[src/rtl/sdram_pkg.sv]
// Shared types for the two-client SDRAM arbiter and its watchdog.
package sdram_pkg;

    typedef enum logic [1:0] {
        IDLE  = 2'd0,
        ISSUE = 2'd1,
        WAIT  = 2'd2
    } arb_state_t;

    typedef logic client_idx_t;

    // Counter width able to hold the watchdog limit itself.
    function automatic int cnt_width(input int limit);
        return (limit < 2) ? 1 : $clog2(limit + 1);
    endfunction

endpackage

[src/rtl/sdram_ctrl_if.sv]
// Request/response bundle between an SDRAM client and the controller side.
interface sdram_ctrl_if #(
    parameter int ADDR_WIDTH = 32,
    parameter int DATA_WIDTH = 32
) ();
    localparam int WORD_LEN = DATA_WIDTH / 8;

    logic [WORD_LEN-1:0]   wr;
    logic                  rd;
    logic [ADDR_WIDTH-1:0] addr;
    logic [DATA_WIDTH-1:0] write_data;
    logic                  rdy;
    logic                  rvalid;
    logic                  wvalid;
    logic                  error;
    logic [DATA_WIDTH-1:0] read_data;

    modport man (
        output wr, rd, addr, write_data,
        input  rdy, rvalid, wvalid, error, read_data
    );

    modport sub (
        input  wr, rd, addr, write_data,
        output rdy, rvalid, wvalid, error, read_data
    );
endinterface

[src/rtl/sdram_wdog.sv]
// WAIT-phase watchdog: counts enabled cycles and pulses o_expire when the
// count reaches i_limit; a limit of zero never expires.
module sdram_wdog #(
    parameter int CW = 10
) (
    input  logic          clk,
    input  logic          rst,
    input  logic          i_clear,
    input  logic          i_enable,
    input  logic [CW-1:0] i_limit,
    output logic          o_expire
);
    logic [CW-1:0] r_count;
    logic          w_active;

    assign w_active = i_enable && (i_limit != '0);
    assign o_expire = w_active && (r_count == i_limit);

    always_ff @(posedge clk or posedge rst) begin
        if (rst) begin
            r_count <= '0;
        end else if (i_clear) begin
            r_count <= '0;
        end else if (w_active && (r_count != i_limit)) begin
            r_count <= r_count + 1'b1;
        end
    end
endmodule

[src/rtl/sdram_arbiter.sv]
// Two-client round-robin arbiter in front of a single SDRAM controller port,
// with one outstanding transaction and a WAIT-phase timeout.
module sdram_arbiter
    import sdram_pkg::*;
#(
    parameter int ADDR_WIDTH     = 32,
    parameter int DATA_WIDTH     = 32,
    parameter int TIMEOUT_CYCLES = 1023
) (
    input  logic      clk,
    input  logic      rst,
    sdram_ctrl_if.sub c0,
    sdram_ctrl_if.sub c1,
    sdram_ctrl_if.man m
);
    localparam int WORD_LEN = DATA_WIDTH / 8;
    localparam int CW       = cnt_width(TIMEOUT_CYCLES);

    arb_state_t  r_state;
    client_idx_t r_grant;
    client_idx_t r_ptr;

    logic                  w_req0, w_req1, w_gnt_req;
    logic                  w_in_issue, w_in_wait;
    logic                  w_done, w_expire, w_err;
    logic                  w_sel0, w_sel1;
    logic                  w_gnt_rd;
    logic [WORD_LEN-1:0]   w_gnt_wr;
    logic [ADDR_WIDTH-1:0] w_gnt_addr;
    logic [DATA_WIDTH-1:0] w_gnt_wdata;

    assign w_req0     = c0.rd | (|c0.wr);
    assign w_req1     = c1.rd | (|c1.wr);
    assign w_gnt_req  = r_grant ? w_req1 : w_req0;
    assign w_in_issue = (r_state == ISSUE);
    assign w_in_wait  = (r_state == WAIT);
    assign w_sel0     = (r_grant == 1'b0);
    assign w_sel1     = (r_grant == 1'b1);

    // A genuine completion in the expiry cycle wins over the timeout error.
    assign w_done = m.rvalid | m.wvalid | m.error;
    assign w_err  = w_done ? m.error : w_expire;

    sdram_wdog #(.CW(CW)) u_wdog (
        .clk      (clk),
        .rst      (rst),
        .i_clear  (!w_in_wait),
        .i_enable (w_in_wait),
        .i_limit  (CW'(TIMEOUT_CYCLES)),
        .o_expire (w_expire)
    );

    always_ff @(posedge clk or posedge rst) begin
        if (rst) begin
            r_state <= IDLE;
            r_grant <= 1'b0;
            r_ptr   <= 1'b0;
        end else begin
            case (r_state)
                IDLE: begin
                    if (w_req0 | w_req1) begin
                        r_grant <= (w_req0 & w_req1) ? r_ptr : w_req1;
                        r_state <= ISSUE;
                    end
                end
                ISSUE: begin
                    if (!w_gnt_req) begin
                        r_state <= IDLE;
                    end else if (m.rdy) begin
                        r_state <= WAIT;
                    end
                end
                WAIT: begin
                    if (w_done | w_expire) begin
                        r_state <= IDLE;
                        r_ptr   <= ~r_grant;
                    end
                end
                default: r_state <= IDLE;
            endcase
        end
    end

    assign w_gnt_rd    = r_grant ? c1.rd : c0.rd;
    assign w_gnt_wr    = r_grant ? c1.wr : c0.wr;
    assign w_gnt_addr  = r_grant ? c1.addr : c0.addr;
    assign w_gnt_wdata = r_grant ? c1.write_data : c0.write_data;

    // Commands reach the controller only while issuing.
    assign m.rd         = w_in_issue & w_gnt_rd;
    assign m.wr         = w_in_issue ? w_gnt_wr : '0;
    assign m.addr       = w_gnt_addr;
    assign m.write_data = w_gnt_wdata;

    assign c0.rdy       = w_in_issue & w_sel0 & m.rdy;
    assign c0.rvalid    = w_in_wait & w_sel0 & m.rvalid;
    assign c0.wvalid    = w_in_wait & w_sel0 & m.wvalid;
    assign c0.error     = w_in_wait & w_sel0 & w_err;
    assign c0.read_data = m.read_data;

    assign c1.rdy       = w_in_issue & w_sel1 & m.rdy;
    assign c1.rvalid    = w_in_wait & w_sel1 & m.rvalid;
    assign c1.wvalid    = w_in_wait & w_sel1 & m.wvalid;
    assign c1.error     = w_in_wait & w_sel1 & w_err;
    assign c1.read_data = m.read_data;
endmodule
[src/flat_wrapper.sv]
// flat-port wrapper written by rule: the top's interface ports become plain ports
module sdram_arbiter_flat import sdram_pkg::*;
#(
    parameter int ADDR_WIDTH     = 32,
    parameter int DATA_WIDTH     = 32,
    parameter int TIMEOUT_CYCLES = 1023
)
  (clk, rst, c0_wr, c0_rd, c0_addr, c0_write_data, c0_rdy, c0_rvalid, c0_wvalid, c0_error, c0_read_data, c1_wr, c1_rd, c1_addr, c1_write_data, c1_rdy, c1_rvalid, c1_wvalid, c1_error, c1_read_data, m_wr, m_rd, m_addr, m_write_data, m_rdy, m_rvalid, m_wvalid, m_error, m_read_data);
  sdram_ctrl_if #(.ADDR_WIDTH(ADDR_WIDTH), .DATA_WIDTH(DATA_WIDTH)) c0_i ();
  sdram_ctrl_if #(.ADDR_WIDTH(ADDR_WIDTH), .DATA_WIDTH(DATA_WIDTH)) c1_i ();
  sdram_ctrl_if #(.ADDR_WIDTH(ADDR_WIDTH), .DATA_WIDTH(DATA_WIDTH)) m_i ();
  input  logic clk;
  input  logic rst;
  input wire logic [$bits(c0_i.wr)-1:0] c0_wr;
  input wire logic [$bits(c0_i.rd)-1:0] c0_rd;
  input wire logic [$bits(c0_i.addr)-1:0] c0_addr;
  input wire logic [$bits(c0_i.write_data)-1:0] c0_write_data;
  output wire logic [$bits(c0_i.rdy)-1:0] c0_rdy;
  output wire logic [$bits(c0_i.rvalid)-1:0] c0_rvalid;
  output wire logic [$bits(c0_i.wvalid)-1:0] c0_wvalid;
  output wire logic [$bits(c0_i.error)-1:0] c0_error;
  output wire logic [$bits(c0_i.read_data)-1:0] c0_read_data;
  input wire logic [$bits(c1_i.wr)-1:0] c1_wr;
  input wire logic [$bits(c1_i.rd)-1:0] c1_rd;
  input wire logic [$bits(c1_i.addr)-1:0] c1_addr;
  input wire logic [$bits(c1_i.write_data)-1:0] c1_write_data;
  output wire logic [$bits(c1_i.rdy)-1:0] c1_rdy;
  output wire logic [$bits(c1_i.rvalid)-1:0] c1_rvalid;
  output wire logic [$bits(c1_i.wvalid)-1:0] c1_wvalid;
  output wire logic [$bits(c1_i.error)-1:0] c1_error;
  output wire logic [$bits(c1_i.read_data)-1:0] c1_read_data;
  output wire logic [$bits(m_i.wr)-1:0] m_wr;
  output wire logic [$bits(m_i.rd)-1:0] m_rd;
  output wire logic [$bits(m_i.addr)-1:0] m_addr;
  output wire logic [$bits(m_i.write_data)-1:0] m_write_data;
  input wire logic [$bits(m_i.rdy)-1:0] m_rdy;
  input wire logic [$bits(m_i.rvalid)-1:0] m_rvalid;
  input wire logic [$bits(m_i.wvalid)-1:0] m_wvalid;
  input wire logic [$bits(m_i.error)-1:0] m_error;
  input wire logic [$bits(m_i.read_data)-1:0] m_read_data;
  assign c0_i.wr = c0_wr;
  assign c0_i.rd = c0_rd;
  assign c0_i.addr = c0_addr;
  assign c0_i.write_data = c0_write_data;
  assign c0_rdy = c0_i.rdy;
  assign c0_rvalid = c0_i.rvalid;
  assign c0_wvalid = c0_i.wvalid;
  assign c0_error = c0_i.error;
  assign c0_read_data = c0_i.read_data;
  assign c1_i.wr = c1_wr;
  assign c1_i.rd = c1_rd;
  assign c1_i.addr = c1_addr;
  assign c1_i.write_data = c1_write_data;
  assign c1_rdy = c1_i.rdy;
  assign c1_rvalid = c1_i.rvalid;
  assign c1_wvalid = c1_i.wvalid;
  assign c1_error = c1_i.error;
  assign c1_read_data = c1_i.read_data;
  assign m_wr = m_i.wr;
  assign m_rd = m_i.rd;
  assign m_addr = m_i.addr;
  assign m_write_data = m_i.write_data;
  assign m_i.rdy = m_rdy;
  assign m_i.rvalid = m_rvalid;
  assign m_i.wvalid = m_wvalid;
  assign m_i.error = m_error;
  assign m_i.read_data = m_read_data;
  sdram_arbiter #(.ADDR_WIDTH(ADDR_WIDTH), .DATA_WIDTH(DATA_WIDTH), .TIMEOUT_CYCLES(TIMEOUT_CYCLES)) u_core (.clk(clk), .rst(rst), .c0(c0_i), .c1(c1_i), .m(m_i));
endmodule
[config.mk]
export PLATFORM = sky130hd
export DESIGN_NAME = sdram_arbiter_flat
export DESIGN_NICKNAME = d
export VERILOG_FILES = /design/src/rtl/sdram_pkg.sv /design/src/rtl/sdram_ctrl_if.sv /design/src/rtl/sdram_wdog.sv /design/src/rtl/sdram_arbiter.sv /design/src/flat_wrapper.sv
export SDC_FILE = /design/constraint.sdc
export NUM_CORES = 1
export LEC_CHECK = 0
export ABC_AREA = 0
export BUFFER_PORTS_ARGS = -buffer_cell sky130_fd_sc_hd__buf_2
export CAP_MARGIN = 20
export CORE_AREA = 8 8 118 120
export DETAILED_ROUTE_END_ITERATION = 10
export DIE_AREA = 0 0 126 128
export GPL_TIMING_DRIVEN = 0
export SLEW_MARGIN = 10
export SYNTH_ARGS = -nofsm -noshare
export SYNTH_HDL_FRONTEND = slang
export SYNTH_SLANG_ARGS = --single-unit
[constraint.sdc]
create_clock -name clk -period 2.86 [get_ports clk]
set_clock_uncertainty 0.15 [all_clocks]
set_input_delay 0.429 -clock clk [delete_from_list [all_inputs] [get_ports clk]]
set_output_delay 0.429 -clock clk [all_outputs]
set_load 0.01 [all_outputs]
==> results.txt <==
- Inserted Clock Buffers: 3
- Clock sink total: 14
- The initial antenna violation count is 0.
- Final-report hold violation count: 0
* Syn Area/Cell: 9.08 µm²
- Compared with the post-synthesis result, the final layout area differs by 78.6%.
* Total Routed Length: 11.3 mm
- WL met1: 4.44 mm
- Along the worst path, the maximum fanout reaches 10.
- In this run the count of I/O pins placed on the die edge is 317.
- Sequential cell area fraction in the yosys report: 16.2%
* Path type of the worst setup path: flip-flop to output pin
- Number of violations reported at the end of detailed-routing iteration 0: 106
- Post-Syn Area: 2160 µm²
- The most used flip-flop cell after synthesis is dfrtp_1.
- Power Density: 578 nW/µm²
- STA classifies the critical path endpoint as an output pin.
* Met3 wire length: 1.25 mm
- Share of power burned in combinational logic: 75.1%
- Clock latency on the worst-skew pair, taken at its later pin, is 240 ps.
- Counting I/O delays and the setup requirement, the final critical path takes 2560 ps.
* Fin Hold WS: 68.1 ps
- The die is 128 µm tall.
- Cell internal power was estimated by the tool at 1.28 mW.
- Std cell rows: 41
- Headroom to the max-slew limit came out at 64.4%.
- DR pass1 iterations: 4
* # port buffers: 284
- For this run, the top clock speed supported by timing is 390 MHz.
* Peak per-stage delay on the critical path: 360 ps
- After clock tree synthesis, the flow added hold-fix buffers numbering 0.
- Clock tree from TritonCTS: yes
- Async set-or-reset flop fraction in the synthesized netlist: 100%
- The die covers 16,100 µm².
- Placed cells: 672
- The cell count after synthesis came out at 238.
- When the netlist entered floorplanning its net count stood at 415.
- In this run the deepest clock path goes through 2 buffers.
- After synthesis, the netlist uses 41 different library cells.
* Max Cap Violations: 0
- mux2_2 takes more of the synthesized area than any other cell.
- At the pin with the least slew margin, the transition time is 534 ps.
- Number of failing setup endpoints in the final timing report: 0
* Final Instance Count excl. Fillers: 676
- FF-to-FF Start: u_core.u_wdog.r_count[0]
- RSZ-0062 raised after global routing: false
- In this run the number of H-tree levels came out at 1.
- Entering global routing, the biggest net connects 15 pins.
- The slowest stage of the critical path is the mux2_1 cell.
- Sequential cell area in the final layout: 350 µm²
* DRC Markers: 0
- The worst setup path is launched from a flip-flop.
- Layout cell share with drive strength beyond 1: 81.0%
* Post-synthesis sequential element count: 14
- In this design, the largest share of critical-path delay is due to buffers and inverters.
- Once the floorplan was initialized, standard cells occupied 17.7% of the core.
- Clock tree synthesis selected as its root buffer the cell clkbuf_16.
- Once detailed placement completed, the half-perimeter wirelength came to 10.2 mm.
* Area share of the leading cell type in the synthesized netlist: 30.7%
- Critical path's most frequent cell: buf_2
- IR drop worst, VDD: 270 µV
- After routing, the total negative slack on setup checks comes to 0 ps.
- At the end of routability-driven placement, the weighted congestion stood at 0.837.
- For the worst setup path, the data arrival time is 1980 ps.
- Together, buffers and inverters on the worst path number 4.
- Clock Pin Slew Worst Setup and Hold Paths: 50 ps
- The detailed router placed 2,726 vias in this run.
- Walking the worst path, the cells encountered are clkbuf_1 > buf_2 > buf_2 > mux2_1 > buf_2.
- Post-cts repair resize count: 0
- Buffer count from post-CTS setup fixing: 0
- Pins Over Slew Limit: 0
- Net switching is 42.8% of the power.
- The highest layer touched by signal routing is met4.
- The flow ran to the end, and the final reports show no timing, DRC or antenna violations.
- Global routing used 12.8% of the available tracks across all layers.
- Global-route wire length before repair: 16.4 mm
* Relative contribution of the clock network to total power: 13.2%
* Floorplan Core Area: 12,200 µm²
- Sequential Power Share: 11.7%
- Using the TritonRoute via totals, the vias-per-cell ratio works out to 4.03.
- Cells taking the most area after synthesis: mux2_2 31%, buf_4 22%, dfrtp_1 16%
- For this design the static power due to leakage is 2.21 nW.
- Measured along the x axis, the die boundary spans 126 µm.
* Worst Path Required: 2280 ps
- Count of antenna-violating nets left after detailed routing: 0
- The routed design uses 5.53 mm of met2 wire.
- Source of the critical timing path: u_core.r_grant
- In the finished design, the share of the clock period the worst path needs comes to 89.6%.
* Filler Cell Count: 1,296
- Total inserted antenna cells: 0
- Power dissipated by switching net loads: 955 µW
* Layout net count: 704
* Number of synthesized flops with an enable pin: 0
* Footprint of the multi-input gates: 1260 µm²
- The via count of the first global-routing pass is 2,883.
* Hold Crit Class: primary input to asynchronous set/reset pin
- For this run, the number of Yosys warnings is 0.
* Global route overflow: 0
- After detailed routing, the average wire length per cell comes to 16.7 µm.
==> cell type report <==
type                    instances  area share, %
well taps                     150           4.86
multi-input cells             146           32.6
inverters                       2          0.195
repair buffers                284           36.8
clock buffers                   4           2.30
plain buffers                  76           14.1
flip-flops and latches         14           9.08
==> cells in the mapped netlist (all sizes together) (2+ instances only) <==
library cell,number
nor3,5
clkbuf,2
mux2i,6
inv,2
dfrtp,14
mux2,65
nor2,19
nand2b,2
or4,3
nand3,5
and3,5
xor2,2
o41ai,2
buf,74
o21ai,4
a21oi,6
nand2,5
==> final timing paths <==
| kind | endpoint | cells past startpoint | slack, ps |
|---|---|---|---|
| min | u_core.u_wdog.r_count[4] | 2 | 70 |
| max reg2reg | u_core.r_ptr | 6 | 880 |
| max in group asynchronous | u_core.u_wdog.r_count[3] | 2 | 2140 |
| min in group clk | u_core.r_state[1] | 3 | 360 |
| min reg2reg | u_core.r_state[0] | 1 | 370 |
| max | m_addr[16] | 5 | 300 |
==> through the flow <==
| stage | setup WS [ps] | util (%) | power [mW] | cell area [µm²] |
|---|---|---|---|---|
| after global placement | 477 | 30.9 | 1.97 | 3770 |
| after floorplan | 883 | - | 1.29 | 2160 |
| after global routing | 132 | 31.6 | 2.40 | 3860 |
| after CTS | 198 | 31.6 | 2.28 | 3860 |
| after detailed placement | 468 | 30.9 | 1.97 | 3770 |
| final | 299 | 31.6 | 2.23 | 3860 |
==> worst register-to-register path, cell delays in order (launching register included) <==
cell     delay [ps]
dfrtp_1         410
ha_1            260
nand2_1         230
nor3_4           80
buf_6           150
o41ai_2         270
mux2_4          330
==> cell families after synthesis <==
kind of cell	share of synthesized area, %
AO/OA/AOI/OAI	7.64
XOR/XNOR	0.811
adder cells (fa/ha/maj)	0.579
buffers and inverters	25.5
flip-flops	16.2
multiplexers	36.8
AND/OR/NAND/NOR	12.4
==> per-layer routing <==
layer / global-route usage (%) / vias up
li1: - / 1365
met1: 13.9 / 1196
met2: 23.1 / 161
met3: 5.49 / 4
met4: 1.91 / 0
met5: 0 / -
==> power groups by stage <==
stage	Sequential, mW	Combinational, mW	Clock [mW]
6_report	0.261	1.68	0.294
2_1_floorplan	0.254	1.04	0
3_3_place_gp	0.264	1.71	0
3_5_place_dp	0.263	1.71	0
5_1_grt	0.264	1.82	0.311
4_1_cts	0.261	1.72	0.297
==> flip-flops by register name (all words and copies together), names as in the netlist <==
name and cells:
u_core.r_grant 1, u_core.r_ptr 1, u_core.r_state 2, u_core.u_wdog.r_count 10
==> cell usage in the layout (no fill, tap or decap), types with 2 or more instances in the layout <==
master | Yosys | layout
clkbuf_16 | 0 | 3
and3_1 | 5 | 5
or4_1 | 3 | 3
o21ai_0 | 4 | 4
mux2i_1 | 6 | 6
mux2_1 | 5 | 5
clkbuf_1 | 2 | 2
nor2_1 | 19 | 19
xor2_1 | 2 | 2
nor3_1 | 4 | 4
nand2b_1 | 2 | 2
mux2_2 | 59 | 59
dfrtp_1 | 14 | 14
a21oi_1 | 6 | 6
nand2_1 | 5 | 5
buf_4 | 64 | 64
buf_2 | 9 | 293
nand3_1 | 5 | 5
(Power assumes the default switching activity.)
